$ cat src/rtl/riscv_id_ex_reg_pkg.sv
// Shared control-bus layout for the ID/EX stage: field offsets, the safe bubble word
// and a helper that recognises a load from its control bits.
package riscv_id_ex_reg_pkg;

   localparam int CTRL_W           = 16;
   localparam int CTRL_REGWR       = 15;
   localparam int CTRL_BRANCHOP_LSB = 12;
   localparam int CTRL_MEMTOREG    = 11;
   localparam int CTRL_MEMWR       = 10;
   localparam int CTRL_MEMOP_LSB   = 7;
   localparam int CTRL_ALUASRC     = 6;
   localparam int CTRL_ALUBSRC_LSB = 4;
   localparam int CTRL_ALUCTR_LSB  = 0;

   typedef logic [CTRL_W-1:0] ctrl_bus_t;

   localparam logic [2:0] MEM_OP_NONE = 3'b000;

   // Bubble: no register write, no memory access, no branch.
   localparam ctrl_bus_t CTRL_BUBBLE = {1'b0, 3'b000, 1'b0, 1'b0, MEM_OP_NONE,
                                        1'b0, 2'b00, 4'b0000};

   function automatic logic ctrl_is_load(input ctrl_bus_t ctrl);
      return ctrl[CTRL_REGWR] & ctrl[CTRL_MEMTOREG];
   endfunction

endpackage

$ cat src/rtl/riscv_id_ex_reg_hazard.sv
// Load-use hazard compare: a load in EX whose destination is read by the instruction in ID.
module riscv_hazard_loaduse (
   input  logic       ex_valid_i,
   input  logic       ex_is_load_i,
   input  logic [4:0] ex_rd_addr_i,
   input  logic       id_valid_i,
   input  logic       id_rs1_used_i,
   input  logic       id_rs2_used_i,
   input  logic [4:0] id_rs1_addr_i,
   input  logic [4:0] id_rs2_addr_i,
   output logic       load_use_o
);

   logic rs1_hit;
   logic rs2_hit;

   always_comb begin
      rs1_hit    = id_rs1_used_i & (id_rs1_addr_i == ex_rd_addr_i);
      rs2_hit    = id_rs2_used_i & (id_rs2_addr_i == ex_rd_addr_i);
      // x0 is never written, so a load targeting it cannot create a dependency.
      load_use_o = ex_valid_i & ex_is_load_i & (ex_rd_addr_i != 5'd0) & id_valid_i &
                   (rs1_hit | rs2_hit);
   end

endmodule

$ cat src/rtl/riscv_id_ex_reg.sv
// ID/EX pipeline register with load-use bubble insertion, stall hold and flush.
// Define RISCV_IDEX_PERF_EN to add the bubble/stall performance counters.
module riscv_id_ex_reg
   import riscv_id_ex_reg_pkg::*;
#(
   parameter int XLEN   = 32,
   parameter int PERF_W = 32
) (
   input  logic            clk,
   input  logic            rst,
   input  logic            id_valid_i,
   input  logic [XLEN-1:0] id_pc_i,
   input  logic [4:0]      id_rs1_addr_i,
   input  logic [4:0]      id_rs2_addr_i,
   input  logic [4:0]      id_rd_addr_i,
   input  logic            id_rs1_used_i,
   input  logic            id_rs2_used_i,
   input  logic [XLEN-1:0] id_rs1_data_i,
   input  logic [XLEN-1:0] id_rs2_data_i,
   input  logic [XLEN-1:0] id_imm_i,
   input  logic [15:0]     id_ctrl_i,
   input  logic            ex_stall_i,
   input  logic            flush_i,
   output logic            id_stall_o,
   output logic            ex_valid_o,
   output logic [XLEN-1:0] ex_pc_o,
   output logic [XLEN-1:0] ex_rs1_data_o,
   output logic [XLEN-1:0] ex_rs2_data_o,
   output logic [XLEN-1:0] ex_imm_o,
   output logic [4:0]      ex_rs1_addr_o,
   output logic [4:0]      ex_rs2_addr_o,
   output logic [4:0]      ex_rd_addr_o,
   output logic [15:0]     ex_ctrl_o
`ifdef RISCV_IDEX_PERF_EN
   ,
   output logic [PERF_W-1:0] perf_bubble_cnt_o,
   output logic [PERF_W-1:0] perf_stall_cnt_o
`endif
);

   logic            valid_q, valid_d;
   logic [XLEN-1:0] pc_q, pc_d;
   logic [XLEN-1:0] rs1_data_q, rs1_data_d;
   logic [XLEN-1:0] rs2_data_q, rs2_data_d;
   logic [XLEN-1:0] imm_q, imm_d;
   logic [4:0]      rs1_addr_q, rs1_addr_d;
   logic [4:0]      rs2_addr_q, rs2_addr_d;
   logic [4:0]      rd_addr_q, rd_addr_d;
   ctrl_bus_t       ctrl_q, ctrl_d;
   logic            load_use;
   logic            load_bubble;

   riscv_hazard_loaduse u_hazard (
      .ex_valid_i    (valid_q),
      .ex_is_load_i  (ctrl_is_load(ctrl_q)),
      .ex_rd_addr_i  (rd_addr_q),
      .id_valid_i    (id_valid_i),
      .id_rs1_used_i (id_rs1_used_i),
      .id_rs2_used_i (id_rs2_used_i),
      .id_rs1_addr_i (id_rs1_addr_i),
      .id_rs2_addr_i (id_rs2_addr_i),
      .load_use_o    (load_use)
   );

   assign id_stall_o = ex_stall_i | (load_use & ~flush_i);

   // Stall wins over flush; an invalid ID slot is also loaded as a safe bubble.
   always_comb begin
      valid_d     = valid_q;
      pc_d        = pc_q;
      rs1_data_d  = rs1_data_q;
      rs2_data_d  = rs2_data_q;
      imm_d       = imm_q;
      rs1_addr_d  = rs1_addr_q;
      rs2_addr_d  = rs2_addr_q;
      rd_addr_d   = rd_addr_q;
      ctrl_d      = ctrl_q;
      load_bubble = 1'b0;
      if (!ex_stall_i) begin
         load_bubble = flush_i | load_use;
         if (load_bubble || !id_valid_i) begin
            valid_d    = 1'b0;
            pc_d       = '0;
            rs1_data_d = '0;
            rs2_data_d = '0;
            imm_d      = '0;
            rs1_addr_d = '0;
            rs2_addr_d = '0;
            rd_addr_d  = '0;
            ctrl_d     = CTRL_BUBBLE;
         end else begin
            valid_d    = 1'b1;
            pc_d       = id_pc_i;
            rs1_data_d = id_rs1_data_i;
            rs2_data_d = id_rs2_data_i;
            imm_d      = id_imm_i;
            rs1_addr_d = id_rs1_addr_i;
            rs2_addr_d = id_rs2_addr_i;
            rd_addr_d  = id_rd_addr_i;
            ctrl_d     = id_ctrl_i;
         end
      end
   end

   always_ff @(posedge clk or posedge rst) begin
      if (rst) begin
         valid_q    <= 1'b0;
         pc_q       <= '0;
         rs1_data_q <= '0;
         rs2_data_q <= '0;
         imm_q      <= '0;
         rs1_addr_q <= '0;
         rs2_addr_q <= '0;
         rd_addr_q  <= '0;
         ctrl_q     <= CTRL_BUBBLE;
      end else begin
         valid_q    <= valid_d;
         pc_q       <= pc_d;
         rs1_data_q <= rs1_data_d;
         rs2_data_q <= rs2_data_d;
         imm_q      <= imm_d;
         rs1_addr_q <= rs1_addr_d;
         rs2_addr_q <= rs2_addr_d;
         rd_addr_q  <= rd_addr_d;
         ctrl_q     <= ctrl_d;
      end
   end

   assign ex_valid_o    = valid_q;
   assign ex_pc_o       = pc_q;
   assign ex_rs1_data_o = rs1_data_q;
   assign ex_rs2_data_o = rs2_data_q;
   assign ex_imm_o      = imm_q;
   assign ex_rs1_addr_o = rs1_addr_q;
   assign ex_rs2_addr_o = rs2_addr_q;
   assign ex_rd_addr_o  = rd_addr_q;
   assign ex_ctrl_o     = ctrl_q;

`ifdef RISCV_IDEX_PERF_EN
   logic [PERF_W-1:0] bubble_cnt_q, bubble_cnt_d;
   logic [PERF_W-1:0] stall_cnt_q, stall_cnt_d;

   // Counters wrap naturally at 2^PERF_W.
   always_comb begin
      bubble_cnt_d = bubble_cnt_q + (load_bubble ? PERF_W'(1) : PERF_W'(0));
      stall_cnt_d  = stall_cnt_q + (ex_stall_i ? PERF_W'(1) : PERF_W'(0));
   end

   always_ff @(posedge clk or posedge rst) begin
      if (rst) begin
         bubble_cnt_q <= '0;
         stall_cnt_q  <= '0;
      end else begin
         bubble_cnt_q <= bubble_cnt_d;
         stall_cnt_q  <= stall_cnt_d;
      end
   end

   assign perf_bubble_cnt_o = bubble_cnt_q;
   assign perf_stall_cnt_o  = stall_cnt_q;
`endif

endmodule

$ cat config.mk
export PLATFORM = sky130hd
export DESIGN_NAME = riscv_id_ex_reg
export DESIGN_NICKNAME = d
export VERILOG_FILES = /design/src/rtl/riscv_id_ex_reg_pkg.sv /design/src/rtl/riscv_id_ex_reg_hazard.sv /design/src/rtl/riscv_id_ex_reg.sv
export SDC_FILE = /design/constraint.sdc
export NUM_CORES = 1
export LEC_CHECK = 0
export ABC_AREA = 1
export CAP_MARGIN = 30
export CORE_ASPECT_RATIO = 1.25
export CORE_MARGIN = 3
export CORE_UTILIZATION = 42
export CTS_BUF_LIST = sky130_fd_sc_hd__clkbuf_8
export CTS_CLUSTER_DIAMETER = 120
export DETAILED_ROUTE_END_ITERATION = 8
export HOLD_SLACK_MARGIN = 0.15
export PLACE_DENSITY = 0.83
export RECOVER_POWER = 25
export SETUP_SLACK_MARGIN = 0.05
export SYNTH_ARGS = -nofsm -noshare
export SYNTH_HDL_FRONTEND = slang
export SYNTH_SLANG_ARGS = --single-unit
$ cat constraint.sdc
create_clock -name clk -period 6.5 [get_ports clk]
set_input_delay 0.975 -clock clk [delete_from_list [all_inputs] [get_ports clk]]
set_output_delay 0.975 -clock clk [all_outputs]
set_load 0.01 [all_outputs]
**After elaboration in Yosys (flattened, before gate mapping)**

Index checks and enable logic that the tools add are counted.

- Bits of input ports: 166
- Output and inout port bits: 161
- Flip-flop bits (word level): 160
- Word-level logic and storage cells: 35

- Equality and inequality tests: 2
- Reductions and logical operators: 3
- Multiplexer cells: 9
- Bitwise operators: 12

Operators by type and width:

| operator | number |
|---|---|
| 2-to-1 mux 32 bit | 4 |
| 2-to-1 mux 16 bit | 1 |
| 2-to-1 mux 5 bit | 3 |
| equality test 5 bit | 2 |
| bitwise AND 1 bit | 8 |
| nonzero test 5 bit | 1 |
| OR 1 bit | 3 |
| logical NOT 1 bit | 1 |
| logical OR 1 bit | 1 |
| 2-to-1 mux 1 bit | 1 |
| NOT 1 bit | 1 |

**Longest topological paths before layout**

- Depth in word-level cells: 8
- Depth in mapped cells: 11
- Gate-level depth less buffers: 9

**Modules after synthesis**

A second synthesis with hierarchy kept.

- Cells, all modules: 756
- Area, all modules: 6545.0 µm²

Modules (own cells, without submodules):

| module | sequential area each (µm²) | times used | cells each | area an instance (µm²) |
|---|---|---|---|---|
| riscv_id_ex_reg | 4003.8 | 1 | 700 | 6319.8 |
| riscv_hazard_loaduse | 0.0 | 1 | 56 | 225.2 |

**Worst setup path after synthesis**

Ideal clock, no wire load.

- Path kind: in2out
- Start point: in id_valid_i
- End point: out id_stall_o
- Data arrival time: 1.865 ns
- Required time: 5.525 ns
- Path buffers: 1
- Setup slack: 3.660 ns
- Cell stages on the path: 7
- Cell sequence: inv_1 nor3_1 o21ai_0 inv_1 nand2_2 buf_2 o21ai_0

- Longest elaborated chain between the ends: 4

RTL lines:

| element | line | text |
|---|---|---|
| start, declared | riscv_id_ex_reg.sv:11 | `input logic id_valid_i,` |
| bitwise AND 1 bit (2 in a row) | riscv_id_ex_reg_hazard.sv:21 | `load_use_o = ex_valid_i & ex_is_load_i & (ex_rd_addr_i != 5'd0) & id_valid_i &` |
| bitwise AND 1 bit | riscv_id_ex_reg.sv:65 | `assign id_stall_o = ex_stall_i \| (load_use & ~flush_i);` |
| OR 1 bit | riscv_id_ex_reg.sv:65 |  |
| end, declared | riscv_id_ex_reg.sv:24 | `output logic id_stall_o,` |

Every way passes these cells.

**Worst setup path after layout**

- Start point: in id_rs2_addr_i[3]
- End point: out id_stall_o

- Longest elaborated chain between the ends: 6

RTL lines:

| element | line | text |
|---|---|---|
| start, declared | riscv_id_ex_reg.sv:14 | `input logic [4:0] id_rs2_addr_i,` |
| equality test 5 bit | riscv_id_ex_reg_hazard.sv:19 | `rs2_hit = id_rs2_used_i & (id_rs2_addr_i == ex_rd_addr_i);` |
| bitwise AND 1 bit | riscv_id_ex_reg_hazard.sv:19 |  |
| OR 1 bit | riscv_id_ex_reg_hazard.sv:22 | `(rs1_hit \| rs2_hit);` |
| bitwise AND 1 bit | riscv_id_ex_reg_hazard.sv:21 |  |
| bitwise AND 1 bit | riscv_id_ex_reg.sv:65 |  |
| OR 1 bit | riscv_id_ex_reg.sv:65 |  |

Every way passes these cells.

==> flow_summary.ini <==
[job]
timing.max_cap.violations = 1

[floorplan]
num_rows = 50
floorplan.die_area_um2 = 17200
effective_utilization_at_floorplan_pct = 43.4
core_um2 = 15100
floorplan.die.width_um = 118
die_h_um = 146
design.portCount = 327

[worst_setup_path]
path_max_fanout = 78
critical_path.most_common_cell = nand2_1
criticalPathCategory = input pin to output pin
largest_stage_delay_worst_path_ps = 590
crit_family = buffers and inverters
worstPathBufferInverterCount = 3
cpMaxStageDelayCell = clkdlybuf4s50_1
r2r_slack_ps = 3590
cell_breakdown_of_the_critical_path = clkdlybuf4s50_1, inv_1, nand2_1, nand2_1, nor2_1, nand3_1, nand2_1, nand2_4, o21ai_0, clkdlybuf4s50_1
r2r_end = ex_rs2_addr_o[0]
reg2regPathDepth = 8
critPathCaptureType = output pin
crit_path_start_kind = input pin
r2r-start = ex_rd_addr_o[2]
crit_arrival_ps = 3360
worst-endpoint-required_ps = 5520

[grt]
globalRouteTotalUtil_pct = 23.7
grt_antenna_before_repair = 0
grt_max_degree = 105
wire_length_of_the_first_global_routing_pass_um = 32700
number_of_global_route_vias_before_repair = 6098
grt.overflow.total = 0

[timing]
worst_clock_skew_ps = 21.8
final-setup-viol-count = 0
rsz_0062_raised_after_global_routing = false
post_route_setup_tns_ps = 0
tightest_slew_ps = 3020
hold_violations = 0
max_freq_ghz = 0.231
final_period_demand_of_the_worst_path_ps = 4340
slew_violations = 58
finalWorstSetupSlack_ps = 2160
max_slew_headroom_pct = -101
fin_crit_sh_pct = 66.7
worst_hold_slack_ps = 479

[yosys]
syn_inst = 756
postSynthNetCount = 922
synthAdderAreaFrac_pct = 0
synth-xor-area-share_pct = 0
synth_simple_gate_area_share_pct = 33.2
synth.yosys.seq_area_share_pct = 61.0
complex_gate_fraction_of_the_synthesized_area_pct = 0.229
dominant_combinational_cell_family_by_area_after_synthesis = simple AND/OR/NAND/NOR gates
synthesis.area_um2 = 6570
yosys-mux-area-fraction_pct = 0
synth-seq-cells = 160
synth_area_per_cell_um2 = 8.69
synth.distinct_cells = 15
ys_warn_count = 0

[placement]
placement.io_buffers = 326
placed_wire_length_estimate_after_detailed_placement_um = 14100
pre_cts_slack_ps = 2150
post_placement_cell_area_um2 = 9840
globalplace.congestion = 0.890

[min_path]
hold_path_depth = 2
min_delay_worst_endpoint = ex_pc_o[18]
hold_path_startpoint = ex_pc_o[18]
tightest_hold_check_type = flop to flop

[clock_network]
cts_inserted_buffers = 17
cts_root_buffer = clkbuf_8
clkSinkCount = 160
cts-root-to-sink-buffers = 2
clk_pin_slew_worst_paths_ps = 80
cts_resized = 0
h-tree-depth = 4
clock_insertion_delay_worst_skew_ps = 460
cts_tree = yes
cts_setup_buffers = 0
holdBufCountCts = 0

[detailed_routing]
avgRoutedWirePerCell_um = 16.1
detail_route.iter0.violations = 587
drc = 0
total_length_of_routed_met3_wires_um = 1790
postRouteWirelength_um = 20500
routed-via-count = 6230
antenna_left = 0
detailedRoute.firstPassIterationCount = 4
wirelength_met1_um = 8090
dr.max_layer_used = met4
avgViaCountPerCell = 4.88
route.met2.wl_um = 10200

[status]
outcome = complete, but fails checks
failed_checks = max-capacitance violations, max-slew violations

[final_layout]
layout.cells.most_common = nand2_1
final_net_count = 1221
drive_gt1_share_pct = 3.75
final_design_area_no_fill_um2 = 10200
diodes = 0
fill_cells = 1212
most-common-layout-cells = 349 x nand2_1, 324 x clkdlybuf4s50_1, 161 x nand3_1, 160 x dfrtp_1, 19 x inv_1
synthToLayoutAreaGrowth_pct = 55.3

[power_and_ir_drop]
peak_vdd_ir_v = 0.000123
totalPowerFinal_mw = 2.09
powerDensity_nw_per_um2 = 205
leakage_nw = 5.10
==> worst max-delay path by stage <==
stage,end,depth (start not counted),from
6_report,id_stall_o,10,id_rs2_addr_i[3]
5_1_grt,ex_pc_o[26],3,rst
4_1_cts,id_stall_o,10,id_rs2_addr_i[3]
3_5_place_dp,id_stall_o,10,id_rs2_addr_i[3]
3_3_place_gp,id_stall_o,10,id_rs1_addr_i[3]
2_1_floorplan,ex_ctrl_o[0],1,rst
==> cells in the mapped netlist <==
cell        n  area, µm²
o21ai_0     3       15.0
inv_2       3       11.3
buf_4       1       7.51
nand3_1   161        806
dfrtp_1   160       4000
buf_2      18       90.1
nor3_4      1       16.3
nand2_1   349       1310
nand4_1     1       6.26
nand2_2     1       6.26
nor3_1      1       5.00
buf_6      10        113
clkbuf_1   23       86.3
inv_1      16       60.1
nor2_1      8       30.0
==> worst reg2reg max path, cell delays in order, from the launching register on <==
cell and delay (ps):
dfrtp_1 440, inv_1 120, nand4_1 110, o21ai_0 190, inv_1 100, nand2_4 560, buf_4 840, nand3_1 360
nand2_1 120
==> where the power goes <==
group / internal (mW) / switching [mW] / total, mW / leakage (nW)
combinational: 0.211 / 0.156 / 0.367 / 2.77
sequential: 1.05 / 0.0327 / 1.08 / 2.16
clock: 0.262 / 0.380 / 0.642 / 0.178
total: 1.52 / 0.568 / 2.09 / 5.10
==> routing by layer <==
layer	track usage, %	up-vias
li1	-	2986
met1	28.3	2930
met2	39.1	284
met3	9.29	30
met4	8.68	0
met5	0	-
==> flip-flops by register name, summed over array words and instances, names as in the netlist <==
signal         cells
ex_pc_o           32
ex_ctrl_o         16
ex_rs1_addr_o      5
ex_valid_o         1
ex_rs2_addr_o      5
ex_rd_addr_o       5
ex_imm_o          32
ex_rs1_data_o     32
ex_rs2_data_o     32
==> per-stage QoR <==
| step | cells | utilization, % |
|---|---|---|
| after floorplan | 756 | - |
| after global placement | 1243 | 65.0 |
| after detailed placement | 1243 | 65.0 |
| after CTS | 1275 | 67.2 |
| after global routing | 1276 | 67.3 |
| final | 1276 | 67.3 |
==> layout make-up <==
type	count	area [µm²]	area share (%)
clock buffer	17	234	2.30
multi-input combinational	525	2200	21.6
sequential	160	4000	39.3
inverter	19	72.6	0.712
tap	208	260	2.55
timing repair buffer	332	3320	32.6
clock inverter	15	103	1.01
==> kinds of logic after synthesis <==
| group | count (synthesis) |
|---|---|
| buffers and inverters | 71 |
| and+or+nand+nor | 522 |
| AOI/OAI and AO/OA | 3 |
| DFF | 160 |
No activity file was read; power rests on OpenSTA's default activity.
